`config.mk`:
```
export PLATFORM = sky130hd
export DESIGN_NAME = updown_counter_ctrl_flat
export DESIGN_NICKNAME = d
export VERILOG_FILES = /design/src/rtl/updown_counter_ctrl_pkg.sv /design/src/rtl/updown_counter_ctrl_if.sv /design/src/rtl/updown_counter_ctrl_tick_gen.sv /design/src/rtl/updown_counter_ctrl.sv /design/src/flat_wrapper.sv
export SDC_FILE = /design/constraint.sdc
export NUM_CORES = 1
export LEC_CHECK = 0
export CORE_ASPECT_RATIO = 0.6
export CORE_UTILIZATION = 40
export DETAILED_ROUTE_END_ITERATION = 6
export PLACE_DENSITY_LB_ADDON = 0.08
export SLEW_MARGIN = 40
export SYNTH_ARGS = -nofsm -noshare
export SYNTH_HDL_FRONTEND = slang
export SYNTH_HIERARCHICAL = 1
export SYNTH_SLANG_ARGS = --single-unit
```
`constraint.sdc`:
```
create_clock -name clk -period 4.05 [get_ports clk]
set_input_delay 1.215 -clock clk [delete_from_list [all_inputs] [get_ports clk]]
set_output_delay 1.215 -clock clk [all_outputs]
set_load 0.005 [all_outputs]
```
`src/rtl/updown_counter_ctrl_pkg.sv`:
```
// Shared types and constants for the run/stop/clear decimal up/down counter.
package updown_pkg;

    localparam int CNT_W = 14;

    localparam logic DIR_UP   = 1'b0;
    localparam logic DIR_DOWN = 1'b1;

    typedef enum logic [1:0] {
        STOP  = 2'd0,
        RUN   = 2'd1,
        CLEAR = 2'd2
    } state_t;

endpackage

```
`src/rtl/updown_counter_ctrl_if.sv`:
```
// Button/switch inputs and count/tick/running outputs of the counter controller.
interface updown_counter_ctrl_if;
    import updown_pkg::*;

    logic             btn_run_stop;
    logic             btn_clear;
    logic             sw_mode;
    logic [CNT_W-1:0] count_data;
    logic             tick_100ms;
    logic             running;

    modport master (
        output btn_run_stop, btn_clear, sw_mode,
        input  count_data, tick_100ms, running
    );

    modport slave (
        input  btn_run_stop, btn_clear, sw_mode,
        output count_data, tick_100ms, running
    );

endinterface

```
`src/rtl/updown_counter_ctrl_tick_gen.sv`:
```
// Free-running prescaler that emits a registered one-cycle pulse every DIV clocks.
module tick_gen #(
    parameter int DIV = 10
) (
    input  logic clk,
    input  logic rst,
    output logic tick
);

    localparam int PW = $clog2(DIV);

    logic [PW-1:0] presc_q;
    logic          tick_q;

    always_ff @(posedge clk or posedge rst) begin
        if (rst) begin
            presc_q <= '0;
            tick_q  <= 1'b0;
        end else if (presc_q == PW'(DIV - 1)) begin
            presc_q <= '0;
            tick_q  <= 1'b1;
        end else begin
            presc_q <= presc_q + 1'b1;
            tick_q  <= 1'b0;
        end
    end

    assign tick = tick_q;

endmodule

```
`src/rtl/updown_counter_ctrl.sv`:
```
// Run/stop/clear controlled 0..MAX_COUNT up/down counter with a free-running tick.
// Define UPDOWN_SATURATE_EN to hold at the bounds and drop to STOP instead of wrapping.
module updown_counter_ctrl
    import updown_pkg::*;
#(
    parameter int CLK_FREQ  = 100_000_000,
    parameter int TICK_HZ   = 10,
    parameter int MAX_COUNT = 9999
) (
    input  logic clk,
    input  logic rst,
    updown_counter_ctrl_if.slave bus
);

    localparam int               DIV   = CLK_FREQ / TICK_HZ;
    localparam logic [CNT_W-1:0] MAX_C = CNT_W'(MAX_COUNT);

    state_t           state_q;
    logic [CNT_W-1:0] count_q, count_d;
    logic             btn_run_stop_d, btn_clear_d;
    logic             tick_q;
    logic             sat_hit;
    logic             rs_edge, clr_edge;

    tick_gen #(.DIV(DIV)) u_tick (
        .clk  (clk),
        .rst  (rst),
        .tick (tick_q)
    );

    assign rs_edge  = bus.btn_run_stop & ~btn_run_stop_d;
    assign clr_edge = bus.btn_clear    & ~btn_clear_d;

    always_comb begin
        count_d = count_q;
        sat_hit = 1'b0;
        if (tick_q && state_q == RUN) begin
            if (bus.sw_mode == DIR_UP) begin
                if (count_q >= MAX_C) begin
`ifdef UPDOWN_SATURATE_EN
                    sat_hit = 1'b1;
`else
                    count_d = '0;
`endif
                end else begin
                    count_d = count_q + 1'b1;
                end
            end else begin
                if (count_q == '0) begin
`ifdef UPDOWN_SATURATE_EN
                    sat_hit = 1'b1;
`else
                    count_d = MAX_C;
`endif
                end else begin
                    count_d = count_q - 1'b1;
                end
            end
        end
    end

    // Clear wins over run/stop and over a coincident tick.
    always_ff @(posedge clk or posedge rst) begin
        if (rst) begin
            state_q        <= STOP;
            count_q        <= '0;
            btn_run_stop_d <= 1'b1;
            btn_clear_d    <= 1'b1;
        end else begin
            btn_run_stop_d <= bus.btn_run_stop;
            btn_clear_d    <= bus.btn_clear;
            if (clr_edge) begin
                state_q <= CLEAR;
                count_q <= '0;
            end else begin
                count_q <= count_d;
                case (state_q)
                    STOP:    if (rs_edge) state_q <= RUN;
                    RUN:     if (rs_edge || sat_hit) state_q <= STOP;
                    CLEAR:   state_q <= STOP;
                    default: state_q <= STOP;
                endcase
            end
        end
    end

    assign bus.count_data = count_q;
    assign bus.tick_100ms = tick_q;
    assign bus.running    = (state_q == RUN);

endmodule

```
`src/flat_wrapper.sv`:
```
// flat-port wrapper written by rule: the top's interface ports become plain ports
module updown_counter_ctrl_flat import updown_pkg::*;
#(
    parameter int CLK_FREQ  = 100_000_000,
    parameter int TICK_HZ   = 10,
    parameter int MAX_COUNT = 9999
)
  (clk, rst, bus_btn_run_stop, bus_btn_clear, bus_sw_mode, bus_count_data, bus_tick_100ms, bus_running);
  updown_counter_ctrl_if bus_i ();
  input  logic clk;
  input  logic rst;
  input wire logic [$bits(bus_i.btn_run_stop)-1:0] bus_btn_run_stop;
  input wire logic [$bits(bus_i.btn_clear)-1:0] bus_btn_clear;
  input wire logic [$bits(bus_i.sw_mode)-1:0] bus_sw_mode;
  output wire logic [$bits(bus_i.count_data)-1:0] bus_count_data;
  output wire logic [$bits(bus_i.tick_100ms)-1:0] bus_tick_100ms;
  output wire logic [$bits(bus_i.running)-1:0] bus_running;
  assign bus_i.btn_run_stop = bus_btn_run_stop;
  assign bus_i.btn_clear = bus_btn_clear;
  assign bus_i.sw_mode = bus_sw_mode;
  assign bus_count_data = bus_i.count_data;
  assign bus_tick_100ms = bus_i.tick_100ms;
  assign bus_running = bus_i.running;
  updown_counter_ctrl #(.CLK_FREQ(CLK_FREQ), .TICK_HZ(TICK_HZ), .MAX_COUNT(MAX_COUNT)) u_core (.clk(clk), .rst(rst), .bus(bus_i));
endmodule
```
==> results.toml, run 1 <==
[grt]
top_usage_layer = "met1"
gr-total-overflow = 0
grtUsageMet3_pct = 5.936
grt_pass1_vias = 2058
met1_usage_pct = 36.38
track_usage_pct = 21.13
met2_usage_pct = 24.68
grt_pass1_wl_mm = 11.14
grt_start_max_net_pins = 26
antenna_found_initial = 0

[synth]
synth.net_count = 291
ys_types = 57
synth_cells = 283
yosysMostFrequentCell = "dfrtp_1"
synth_area_leader_cell = "dfrtp_1"
syn_area_per_cell_sq_um = 9.320
yosys-top-cells-area = "dfrtp_1 (39%), xor2_1 (4.3%), nand3_1 (3.4%), xnor2_1 (3.3%), nand4_1 (3.1%)"
synth_common_cells = "dfrtp_1 (41), nor2_1 (20), nand3_1 (18)"
synthAdderAreaFrac_pct = 1.423
synth.top_cell.area_share_pct = 38.90
synth-edff-count = 0
synth.area.mux_share_pct = 0.3795
synth_top_family_by_area = "simple AND/OR/NAND/NOR gates"
synth_compound_area_share_pct = 13.90
synth_top_flop_cell = "dfrtp_1"
synthXorXnorAreaFrac_pct = 7.638
synthesis.area_sq_um = 2638
yosysWarningCount = 6
synth-simple-area-share_pct = 30.31
synthArstFlopShare_pct = 100.0
ys_seq_elements = 43
yosysSeqAreaShare_pct = 40.89

[sta]
setup_viol = 0
fmax_mhz = 335.0
fin_skew_ns = 0.005487
drv_slew = 0
final_hold_viol_count = 0
fin_crit_ns = 2.985
finalSetupTns_ns = 0
tightest_slew_ns = 0.7292
rsz0062_at_grt = "false"
relSlewSlack_pct = 51.09
fin_ws_ns = 1.065
finalCritPeriodShare_pct = 73.70

[hold_path]
holdPathStages = 1
hold_end = "u_core/state_q[0]"
min_path_type = "register to register"
hold_path_startpoint = "u_core/state_q[1]"

[critical_path]
worst-path-buf-inv = 1
ff2ff_path_depth = 5
slowest_stage = "clkdlybuf4s50_1"
worstPathArrival_ns = 3.19
cpLargestDelayFamily = "simple AND/OR/NAND/NOR gates"
worstReg2RegStart = "u_core/bus.count_data[6]"
critPathRequiredTime_ns = 4.26
r2r_setup_slack_ns = 1.59
cp_slowest_stage_delay_ns = 0.66
critPathMaxFanout = 14
cp-end-kind = "register"
start_kind = "input port"
r2r-end = "u_core/bus.count_data[11]"
critical_path_class = "input port to register"
worstPathCellList = "clkdlybuf4s50_1 > nand2b_1 > o211ai_1 > nor2_2 > or3b_1 > a31oi_1"

[cts]
cts_root_buffer = "clkbuf_8"
ctsHoldBuffers = 0
clk_pin_slew_ns = 0.08
cts.sinks = 43
clk_latency_ns = 0.29
htree_levels = 2
cts_tree = "yes"
cts_setup_buffers = 0
clock_path_buffers = 2
cts_resized = 0
numCtsBuffers = 5

[placed_design]
gp_congestion = 1.003
dpl_worst_slack_ns = 0.7865
io_buffers = 20
hpwl_mm = 5.079

[flow_run]
maxCapViolations = 0

[drt]
wl_per_cell_um = 18.03
num_vias = 2334
routed_wl_mm = 6.887
post-route-drc-count = 0
viasPerCell = 6.110
postRouteAntennaNets = 0
firstDrtPassIters = 5
drt_iter0_drc = 284

[die]
rows = 22
die_y_um = 64.90
start_util_pct = 42.21
core_sq_um = 6248
die_area_sq_um = 6933
io_pins = 21
die_x_um = 106.8

[status]
outcome = "finished clean"

[final_layout]
fillers = 604
nNetsFinal = 305
area_growth_pct = 13.28
drive_gt1_share_pct = 9.060
diodes = 0
final_core_utilization_pct = 47.82

[power_and_ir_drop]
p_leak_nw = 1.197
p_per_area_nw_per_um2 = 291.0
total_power_uw = 869.6
peakVddDrop_v = 0.0001300
cells in the final DEF (no fill, tap or decap), drive strengths merged, types with 3 or more instances in the layout:
cell / count
clkdlybuf4s50: 20
nand3b: 3
nand4: 14
a21oi: 9
nand3: 20
and4: 4
or4: 10
nor2b: 3
o211ai: 4
dfrtp: 41
nor2: 21
nor3: 8
nor4: 9
a31oi: 11
clkbuf: 6
ha: 3
or3b: 4
xnor2: 10
nand2b: 3
inv: 9
xor2: 13
o21ai: 16
or3: 7
nand2: 16
o31ai: 3
cell type report:
class | instances | area, sq um | share of cell area (%)
Multi-Input combinational cell | 214 | 1415 | 47.36
Sequential cell | 43 | 1079 | 36.10
Timing Repair Buffer | 22 | 215.2 | 7.203
Tap cell | 84 | 105.1 | 3.518
Clock buffer | 6 | 72.57 | 2.429
Clock inverter | 2 | 60.06 | 2.010
Inverter | 11 | 41.29 | 1.382
registers in the layout (all words and copies together) (netlist names):
| signal | cells |
|---|---|
| u_core/u_tick/tick | 1 |
| u_core/u_tick/presc_q | 24 |
| u_core/btn_run_stop_d | 1 |
| u_core/bus.count_data | 14 |
| u_core/state_q | 2 |
| u_core/btn_clear_d | 1 |
cell families (layout without fill, tap and decap cells):
group	count (synthesis)	count (layout)
flops	43	43
simple gates	131	131
mux	1	1
xor+xnor	23	23
fa+ha+maj	3	3
buf+inv	26	41
compound gates	56	56
through the flow:
step / std cells / cell area (sq um) / hold slack (ns)
after floorplan: 283 / 2638 / 0.4369
after global placement: 374 / 2855 / 0.4578
after detailed placement: 374 / 2855 / 0.4583
after CTS: 382 / 2988 / 0.4785
after global routing: 382 / 2988 / 0.5053
final: 382 / 2988 / 0.4850
worst max path at each step:
stage / from / endpoint / slack (ns) / cells past startpoint
finish: bus_sw_mode / u_core/bus.count_data[11] / 1.07 / 6
floorplan: bus_sw_mode / u_core/bus.count_data[6] / 1.71 / 5
global placement: bus_sw_mode / u_core/bus.count_data[7] / 0.88 / 6
detailed placement: bus_sw_mode / u_core/bus.count_data[11] / 0.79 / 6
global route: bus_sw_mode / u_core/bus.count_data[6] / 0.97 / 6
CTS: bus_sw_mode / u_core/bus.count_data[11] / 1.10 / 6
worst reg2reg max path: cells and delay by family (launching register included):
kind | cells | cell delay, ns
and+or+nand+nor | 3 | 1.51
AOI/OAI and AO/OA | 2 | 0.40
DFF | 1 | 0.48
power breakdown:
group	switching (mW)	leakage, nW	total [mW]	internal [mW]
logic	0.0253	0.554	0.0382	0.0130
clock network	0.150	0.0654	0.397	0.247
registers	0.00202	0.578	0.434	0.432
total	0.178	1.20	0.870	0.692
metal layers:
metal  vias up  share of wire (%)
met2       109                 34
met4         0               0.39
met1      1125                 56
met3         4                9.2
li1       1096                  -
met5         -                  0
(Power assumes the default switching activity.)
==> run 2, diff against run 1 <==
- clock period: 4.05 -> 3.1 ns (I/O delays scaled with it)
==> run 2 against run 1 <==
Effect of this change: flip-flop and latch count unchanged; highest routed layer unchanged; critical endpoint is now bus_count_data[2]; largest power group unchanged; clock power up 12%; clock-buffer cell count fell by 1; sequential share of layout area fell by 0.30 points; power rose by 23%.
==> results.toml, run 2 (same netlist as run 1, synthesis figures left out) <==
[sta]
rsz0062_at_grt = "false"
finalCritPeriodShare_pct = 80.09
holdWs_ns = 0.4693
fin_crit_ns = 2.483
relSlewSlack_pct = 52.03
setup_viol = 0
fin_skew_ns = 0.004581
final_hold_viol_count = 0
finalSetupTns_ns = 0
tightest_slew_ns = 0.7151
drv_slew = 0
fmax_mhz = 402.8

[critical_path]
worstPathArrival_ns = 1.55
critPathMaxFanout = 14
r2r_setup_slack_ns = 0.83
worstPathCellList = "clkdlybuf4s50_1"
start_kind = "register"
worst-path-buf-inv = 1
cpLargestDelayFamily = "flip-flops"
critPathRequiredTime_ns = 2.17
cp_slowest_stage_delay_ns = 0.65
cp-end-kind = "primary output"
critical_path_class = "register to primary output"
slowest_stage = "dfrtp_1"

[grt]
grt_pass1_wl_mm = 11.27
track_usage_pct = 21.63
antenna_found_initial = 0
gr-total-overflow = 0
grt_start_max_net_pins = 26
grt_pass1_vias = 1996

[power_and_ir_drop]
seqPwrFrac_pct = 53.2
power.share.clock_pct = 41.8
pwr-share-comb_pct = 5.0
peakVddDrop_v = 0.0001730
p_sw_share_pct = 22.68
p_per_area_nw_per_um2 = 353.9
p_sw_uw = 241.9
internal-power_uw = 824.5
p_leak_nw = 1.219

[die]
die_area_sq_um = 6933
core_sq_um = 6248
die_y_um = 64.90
die_x_um = 106.8
rows = 22
io_pins = 21
start_util_pct = 42.21

[placed_design]
gp_congestion = 0.9027
hpwl_mm = 5.158
dp.cells = 380
io_buffers = 20

[cts]
cts_resized = 0
htree_levels = 2
clock_path_buffers = 2
cts.sinks = 43
ctsHoldBuffers = 0
numCtsBuffers = 5
cts_root_buffer = "clkbuf_8"
clk_pin_slew_ns = 0.09
cts_setup_buffers = 0
cts_tree = "yes"
clk_latency_ns = 0.30

[final_layout]
final_core_utilization_pct = 48.22
largest_reg_flops = 24
final_cell_mix = "dfrtp_1 (41), clkdlybuf4s50_1 (20), nor2_1 (20)"
drive_gt1_share_pct = 10.86
layout_commonest_cell = "dfrtp_1"
area_growth_pct = 14.23
nNetsFinal = 311
layoutNonFillerInstCount = 388
diodes = 0
regMostFlops = "u_core/u_tick/presc_q"

[status]
outcome = "finished clean"

[drt]
drt_iter0_drc = 279
num_vias = 2318
firstDrtPassIters = 5
viasPerCell = 5.974
post-route-drc-count = 0
routed_wl_mm = 6.879
postRouteAntennaNets = 0
wl_per_cell_um = 17.73

[flow_run]
maxCapViolations = 0

[hold_path]
min_path_type = "register to register"
run 2: power by group through the flow:
stage	combinational, mW	sequential, mW	clock [mW]
after floorplan	0.0311	0.578	0
after global placement	0.0531	0.578	0
after detailed placement	0.0533	0.578	0
after CTS	0.0536	0.567	0.463
after global routing	0.0591	0.568	0.485
final	0.0529	0.567	0.446
run 2: final timing paths:
check                                              start                  endpoint  cells after the start
worst max-delay path            u_core/bus.count_data[2]         bus_count_data[2]                      1
worst min register to register         u_core/state_q[1]         u_core/state_q[0]                      1
worst max register to register  u_core/bus.count_data[0]  u_core/bus.count_data[9]                      7
worst min-delay path                   u_core/state_q[1]         u_core/state_q[0]                      1
min in group asynchronous                            rst  u_core/bus.count_data[5]                      2
max in group asynchronous                            rst        u_core/btn_clear_d                      2
run 2: per-stage QoR:
step / power, mW / instance area (sq um) / setup WS (ns)
2_1_floorplan: 0.6092 / 2638 / 1.047
3_3_place_gp: 0.6315 / 2900 / 0.3910
3_5_place_dp: 0.6316 / 2900 / 0.3445
4_1_cts: 1.084 / 3013 / 0.6280
5_1_grt: 1.112 / 3013 / 0.5180
6_report: 1.066 / 3013 / 0.6171
run 2: routing by layer:
metal	vias to the layer above	track usage, %	part of all wire, %
li1	1102	-	-
met1	1091	38.94	56
met2	118	23.06	34
met3	7	4.930	9.3
met4	0	4.623	0.77
met5	-	0	0
run 2: cell type report:
cell class                 count  area [sq um]
inverter                      11         41.29
timing repair buffer          28         260.3
sequential                    43          1079
clock inverter                 3         43.79
multi-input combinational    214          1415
tap                           84         105.1
fill                         586          3236
clock buffer                   5         68.82
